**config.mk**
```make
export PLATFORM = sky130hd
export DESIGN_NAME = fetch_unit
export DESIGN_NICKNAME = d
export VERILOG_FILES = /design/src/rtl/mips_pkg.sv /design/src/rtl/next_pc_sel.sv /design/src/rtl/fetch_unit.sv
export SDC_FILE = /design/constraint.sdc
export NUM_CORES = 1
export LEC_CHECK = 0
export ABC_CLOCK_PERIOD_IN_PS = 3500
export BUFFER_PORTS_ARGS = -buffer_cell sky130_fd_sc_hd__clkbuf_2
export CORE_ASPECT_RATIO = 1.4
export CORE_MARGIN = 3
export CORE_UTILIZATION = 39
export DETAILED_ROUTE_END_ITERATION = 10
export PLACE_DENSITY_LB_ADDON = 0.1
export SETUP_SLACK_MARGIN = 0.4
export SYNTH_ARGS = -nofsm -noshare
export SYNTH_HDL_FRONTEND = slang
export SYNTH_HIERARCHICAL = 1
export SYNTH_SLANG_ARGS = --single-unit
export TNS_END_PERCENT = 5
```
**constraint.sdc**
```tcl
create_clock -name clk -period 3.5 [get_ports clk]
set_clock_uncertainty 0.2 [all_clocks]
set_input_delay 0.175 -clock clk [delete_from_list [all_inputs] [get_ports clk]]
set_output_delay 0.175 -clock clk [all_outputs]
set_load 0.05 [all_outputs]
```
**src/rtl/mips_pkg.sv**
```systemverilog
// Shared MIPS CPU definitions: word/field widths, the reset PC and the fetch FSM state type.
package mips_pkg;

  localparam int WORD_W = 32;
  localparam int JIDX_W = 26;
  localparam int IMM_W  = 16;

  localparam logic [WORD_W-1:0] RESET_PC_DEF = 32'h0000_3000;

  typedef enum logic [1:0] {
    ST_FETCH     = 2'd0,
    ST_WAIT_EXEC = 2'd1,
    ST_ERROR     = 2'd2
  } fetch_state_t;

  function automatic logic word_aligned(input logic [WORD_W-1:0] addr);
    return (addr[1:0] == 2'b00);
  endfunction

endpackage

```
**src/rtl/next_pc_sel.sv**
```systemverilog
// Next-PC selection: jr > jal/j > taken branch > sequential, plus the target alignment check.
module next_pc_sel
  import mips_pkg::*;
(
  input  logic [WORD_W-1:0] pc,
  input  logic [WORD_W-1:0] instr,
  input  logic              branch,
  input  logic              zero,
  input  logic              jal,
  input  logic              jr,
  input  logic [WORD_W-1:0] jr_target,
  output logic [WORD_W-1:0] pc_plus4,
  output logic [WORD_W-1:0] next_pc,
  output logic              target_misaligned
);

  logic [WORD_W-1:0] branch_off_s;
  logic [WORD_W-1:0] branch_target_s;
  logic [WORD_W-1:0] jump_target_s;
  logic [WORD_W-1:0] next_pc_s;

  assign pc_plus4        = pc + 32'd4;
  assign branch_off_s    = {{(WORD_W-IMM_W-2){instr[IMM_W-1]}}, instr[IMM_W-1:0], 2'b00};
  assign branch_target_s = pc_plus4 + branch_off_s;
  assign jump_target_s   = {pc_plus4[WORD_W-1:WORD_W-4], instr[JIDX_W-1:0], 2'b00};

  // Priority mux; jal is also raised for jr, so jr must be tested first.
  always_comb begin
    next_pc_s = pc_plus4;
    if (jr) begin
      next_pc_s = jr_target;
    end else if (jal) begin
      next_pc_s = jump_target_s;
    end else if (branch && zero) begin
      next_pc_s = branch_target_s;
    end else begin
      next_pc_s = pc_plus4;
    end
  end

  assign next_pc           = next_pc_s;
  assign target_misaligned = !word_aligned(next_pc_s);

endmodule

```
**src/rtl/fetch_unit.sv**
```systemverilog
// Instruction fetch and PC unit: owns the PC, fetches over req/ack and holds the instruction until execution completes.
module fetch_unit
  import mips_pkg::*;
#(
  parameter logic [WORD_W-1:0] RESET_PC = RESET_PC_DEF
) (
  input  logic              clk,
  input  logic              rst,
  output logic              imem_req,
  output logic [WORD_W-1:0] imem_addr,
  input  logic              imem_ack,
  input  logic [WORD_W-1:0] imem_rdata,
  output logic [WORD_W-1:0] instr,
  output logic              instr_valid,
  output logic [WORD_W-1:0] pc,
  output logic [WORD_W-1:0] pc_plus4,
  input  logic              exec_done,
  input  logic              branch,
  input  logic              zero,
  input  logic              jal,
  input  logic              jr,
  input  logic [WORD_W-1:0] jr_target,
  output logic              misaligned
);

  fetch_state_t      state_r;
  logic [WORD_W-1:0] pc_r;
  logic [WORD_W-1:0] instr_r;
  logic              instr_valid_r;
  logic              imem_req_r;
  logic              misaligned_r;

  logic [WORD_W-1:0] pc_plus4_s;
  logic [WORD_W-1:0] next_pc_s;
  logic              target_misaligned_s;

  next_pc_sel u_next_pc_sel (
    .pc                (pc_r),
    .instr             (instr_r),
    .branch            (branch),
    .zero              (zero),
    .jal               (jal),
    .jr                (jr),
    .jr_target         (jr_target),
    .pc_plus4          (pc_plus4_s),
    .next_pc           (next_pc_s),
    .target_misaligned (target_misaligned_s)
  );

  // Fetch FSM; the request is raised one cycle after reset and lowered once the word is captured.
  always_ff @(posedge clk) begin
    if (rst) begin
      state_r       <= ST_FETCH;
      pc_r          <= RESET_PC;
      instr_r       <= 32'd0;
      instr_valid_r <= 1'b0;
      imem_req_r    <= 1'b0;
      misaligned_r  <= 1'b0;
    end else begin
      case (state_r)
        ST_FETCH: begin
          if (!imem_req_r) begin
            imem_req_r <= 1'b1;
          end else if (imem_ack) begin
            instr_r       <= imem_rdata;
            instr_valid_r <= 1'b1;
            imem_req_r    <= 1'b0;
            state_r       <= ST_WAIT_EXEC;
          end else begin
            imem_req_r <= 1'b1;
          end
        end
        ST_WAIT_EXEC: begin
          if (exec_done) begin
            instr_valid_r <= 1'b0;
            if (target_misaligned_s) begin
              misaligned_r <= 1'b1;
              state_r      <= ST_ERROR;
            end else begin
              pc_r       <= next_pc_s;
              imem_req_r <= 1'b1;
              state_r    <= ST_FETCH;
            end
          end else begin
            instr_valid_r <= 1'b1;
          end
        end
        ST_ERROR: begin
          imem_req_r <= 1'b0;
        end
        default: begin
          // Unreachable encoding: park safely with no fetch outstanding.
          imem_req_r    <= 1'b0;
          instr_valid_r <= 1'b0;
          state_r       <= ST_ERROR;
        end
      endcase
    end
  end

  assign imem_req    = imem_req_r;
  assign imem_addr   = pc_r;
  assign instr       = instr_r;
  assign instr_valid = instr_valid_r;
  assign pc          = pc_r;
  assign pc_plus4    = pc_plus4_s;
  assign misaligned  = misaligned_r;

endmodule
```
==> impl_metrics.json <==
{
  "cpPeakStageDelay_ns": 0.38,
  "synthTopCellsByArea": "dfxtp_1 21%, nand2b_1 12%, mux2i_1 11%, ha_1 7.0%, buf_4 4.3%",
  "p_int_w": 0.00162,
  "viasPerCell": 5.20,
  "power_density_mw_per_mm2": 248,
  "die_h_um": 158,
  "startpoint": "imem_addr[6]$_SDFFE_PP0P_",
  "p_sw_w": 0.000834,
  "slowest_stage": "a221oi_4",
  "rows": 54,
  "yosysTopAreaCell": "dfxtp_1",
  "clk_path_buf_depth": 2,
  "rsz0062_at_grt": "yes",
  "fillers": 1417,
  "arrival_ns": 3.72,
  "drive_above_1_share": 0.433,
  "cts_sinks": 69,
  "p_sw_frac": 0.340,
  "end_kind": "flip-flop",
  "synthDistinctLibCells": 73,
  "holdWs_ns": 0.00593,
  "synthDominantCellAreaShare": 0.215,
  "violations": "negative setup slack",
  "fp.coreArea_mm2": 0.0159,
  "ant_nets": 0,
  "finalHoldViolCount": 0,
  "crit_path_start_kind": "flip-flop",
  "antenna_cells": 0,
  "required_ns": 3.57,
  "grtUsageTotal": 0.254,
  "synth_common_cells": "126 x nand2b_1, 71 x nand2_1, 69 x dfxtp_1, 68 x mux2i_1",
  "clk_pin_slew_ns": 0.06,
  "start_util": 0.405,
  "seq_area_frac_synth": 0.215,
  "grt_overflow_total": 0,
  "wire_per_inst_um": 17.3,
  "grt_pass1_vias": 6983,
  "final_nets": 1243,
  "maxSlewHeadroom": 0.285,
  "setup_ws_ns": -0.152,
  "cp_max_fo": 7,
  "cts.root.buffer_cell": "clkbuf_16",
  "ys_ff_latch": 69,
  "ir_worst_vdd_v": 0.000153,
  "final.setup.tns_ns": -0.823,
  "fin_area_mm2": 0.00989,
  "cp_num_buf_inv": 0,
  "clk_latency_ns": 0.35,
  "regToRegStartpoint": "imem_addr[6]$_SDFFE_PP0P_",
  "pwr-share-seq": 0.343,
  "critPathKind": "reg2reg",
  "netlist_area_mm2": 0.00642,
  "fin_crit_sh": 1.04,
  "io-pin-count": 203,
  "async_flop_share": 0,
  "syn2layout_area_growth_pct": 53.9,
  "status": "finished with violations",
  "leakage_nw": 4.55,
  "ys.flop_type": "dfxtp_1",
  "syn_nets": 913,
  "fmax_ghz": 0.274,
  "setup_viol": 9,
  "num_vias": 6940,
  "crit_chain": "nand4_1, nor2_4, nand3_2, xnor2_4, ha_2, nand4_1, nor2_2, a211oi_2, nand2_2, a221oi_4, o21ai_4, mux2i_1, o211ai_1, a21oi_1, nand2b_1, mux2i_1",
  "numCtsBuffers": 9,
  "yosys_warnings": 6,
  "holdCritStartpoint": "jr_target[13]",
  "drtIter0Drc": 271,
  "cts_max_level": 3,
  "post-dp-hpwl_um": 17100,
  "grt_antenna_before_repair": 1,
  "report.final.slew_viol_count": 0,
  "placed_cell_area_mm2": 0.00874,
  "synth_area_per_cell_um2": 7.99,
  "io_buffers": 202,
  "min_path_type": "in2reg",
  "tightest_slew_ns": 1.07,
  "syn_inst": 804,
  "yosysMostFrequentCell": "nand2b_1",
  "die_w_um": 114,
  "synth_edf_count": 0,
  "routed_wl_um": 23100,
  "cp_top_family": "compound AO/OA/AOI/OAI gates",
  "pwr-share-comb": 0.279,
  "grt_max_degree": 133,
  "maxCapViolCount": 0,
  "drc": 0,
  "die_area_mm2": 0.0181,
  "clkPwrFrac": 0.379,
  "min_period_ns": 3.65,
  "grt_pass1_wl_um": 36000,
  "detail_route.first_pass.iterations": 7,
  "place_congestion": 0.867,
  "cts_tree": "built"
}
worst reg2reg max path, delay by kind of cell (launching register included):
family | cells | cell delay [ns]
compound gates | 5 | 1.19
mux | 2 | 0.31
simple gates | 7 | 1.01
fa+ha+maj | 1 | 0.33
flops | 1 | 0.34
xor+xnor | 1 | 0.19
power groups by stage:
| stage | Combinational, W | Sequential, W | Clock, W |
|---|---|---|---|
| after floorplan | 0.000326 | 0.000954 | 0 |
| after global placement | 0.000616 | 0.000856 | 0 |
| after detailed placement | 0.000618 | 0.000857 | 0 |
| after CTS | 0.000677 | 0.000841 | 0.000955 |
| after global routing | 0.000737 | 0.000845 | 0.000972 |
| final | 0.000684 | 0.000841 | 0.000929 |
cells in the final DEF (no fill, tap or decap), types with 6 or more instances in the layout:
master and n:
dfxtp_1 49, mux2i_1 68, nand3_1 17, o211ai_1 14, a211oi_2 7, buf_4 149
nor2_1 31, dfxtp_2 6, nand4_1 8, xnor2_1 8, inv_1 13, a21oi_1 29
xnor2_2 8, xor2_1 14, nand2b_1 126, a31oi_1 9, clkbuf_2 198, xor2_4 6
dfxtp_4 14, a21o_1 23, xnor2_4 8, nand2_1 64, o21ai_0 31, o22ai_1 9
o21ai_1 9, clkbuf_16 10, ha_1 23, nand2_2 7, ha_4 8, dlygate4sd3_1 47
a21oi_2 10
through the flow:
step	std cells	power, W	utilization	worst slack, ns
floorplan	804	0.00128	-	-0.454
global placement	1264	0.00147	0.550	-0.297
detailed placement	1264	0.00148	0.550	-0.314
CTS	1334	0.00247	0.617	-0.171
global route	1335	0.00255	0.623	-0.439
finish	1335	0.00245	0.623	-0.152
final timing paths:
check | to | slack (ns) | depth (start not counted)
worst min-delay path | imem_addr[13]$_SDFFE_PP1P_ | 0.006 | 5
worst max-delay path | imem_addr[25]$_SDFFE_PP0P_ | -0.15 | 16
worst max register to register | imem_addr[25]$_SDFFE_PP0P_ | -0.15 | 16
worst min register to register | instr[28]$_SDFFE_PP0P_ | 0.27 | 2
cells by family after synthesis:
kind of cell / synth area share
flops: 0.215
simple gates: 0.270
fa+ha+maj: 0.0732
buf+inv: 0.0886
mux: 0.106
xor+xnor: 0.0680
compound gates: 0.179
layout make-up:
class,instances,area [um2],area share
multi-input combinational,642,5190,0.525
timing repair buffer,399,2670,0.270
sequential,69,1440,0.146
clock buffer,11,254,0.0257
tap,196,245,0.0248
inverter,13,48.8,0.00493
clock inverter,5,38.8,0.00392
layer usage:
metal / vias to the layer above / routed length, um / track usage
met3: 34 / 1120 / 0.0451
met4: 0 / 567 / 0.0849
met1: 3271 / 8980 / 0.285
met5: - / 0 / 0
li1: 3432 / - / -
met2: 203 / 12500 / 0.476
state kept, by name (all words and copies together) (netlist names):
signal and count:
state_r 2, instr 32, imem_req 1, instr_valid 1, misaligned 1, imem_addr 32
repair_timing:
action | CTS | global route
buffers inserted | 7 | 1
pin swaps | 27 | 25
resized for setup | 45 | 26
hold buffers | 47 | 0
cloned | 0 | 0
endpoints found under the setup margin | 25 | 27
endpoints found under the hold margin | 48 | 0
Power figures use the tool's default switching activity.
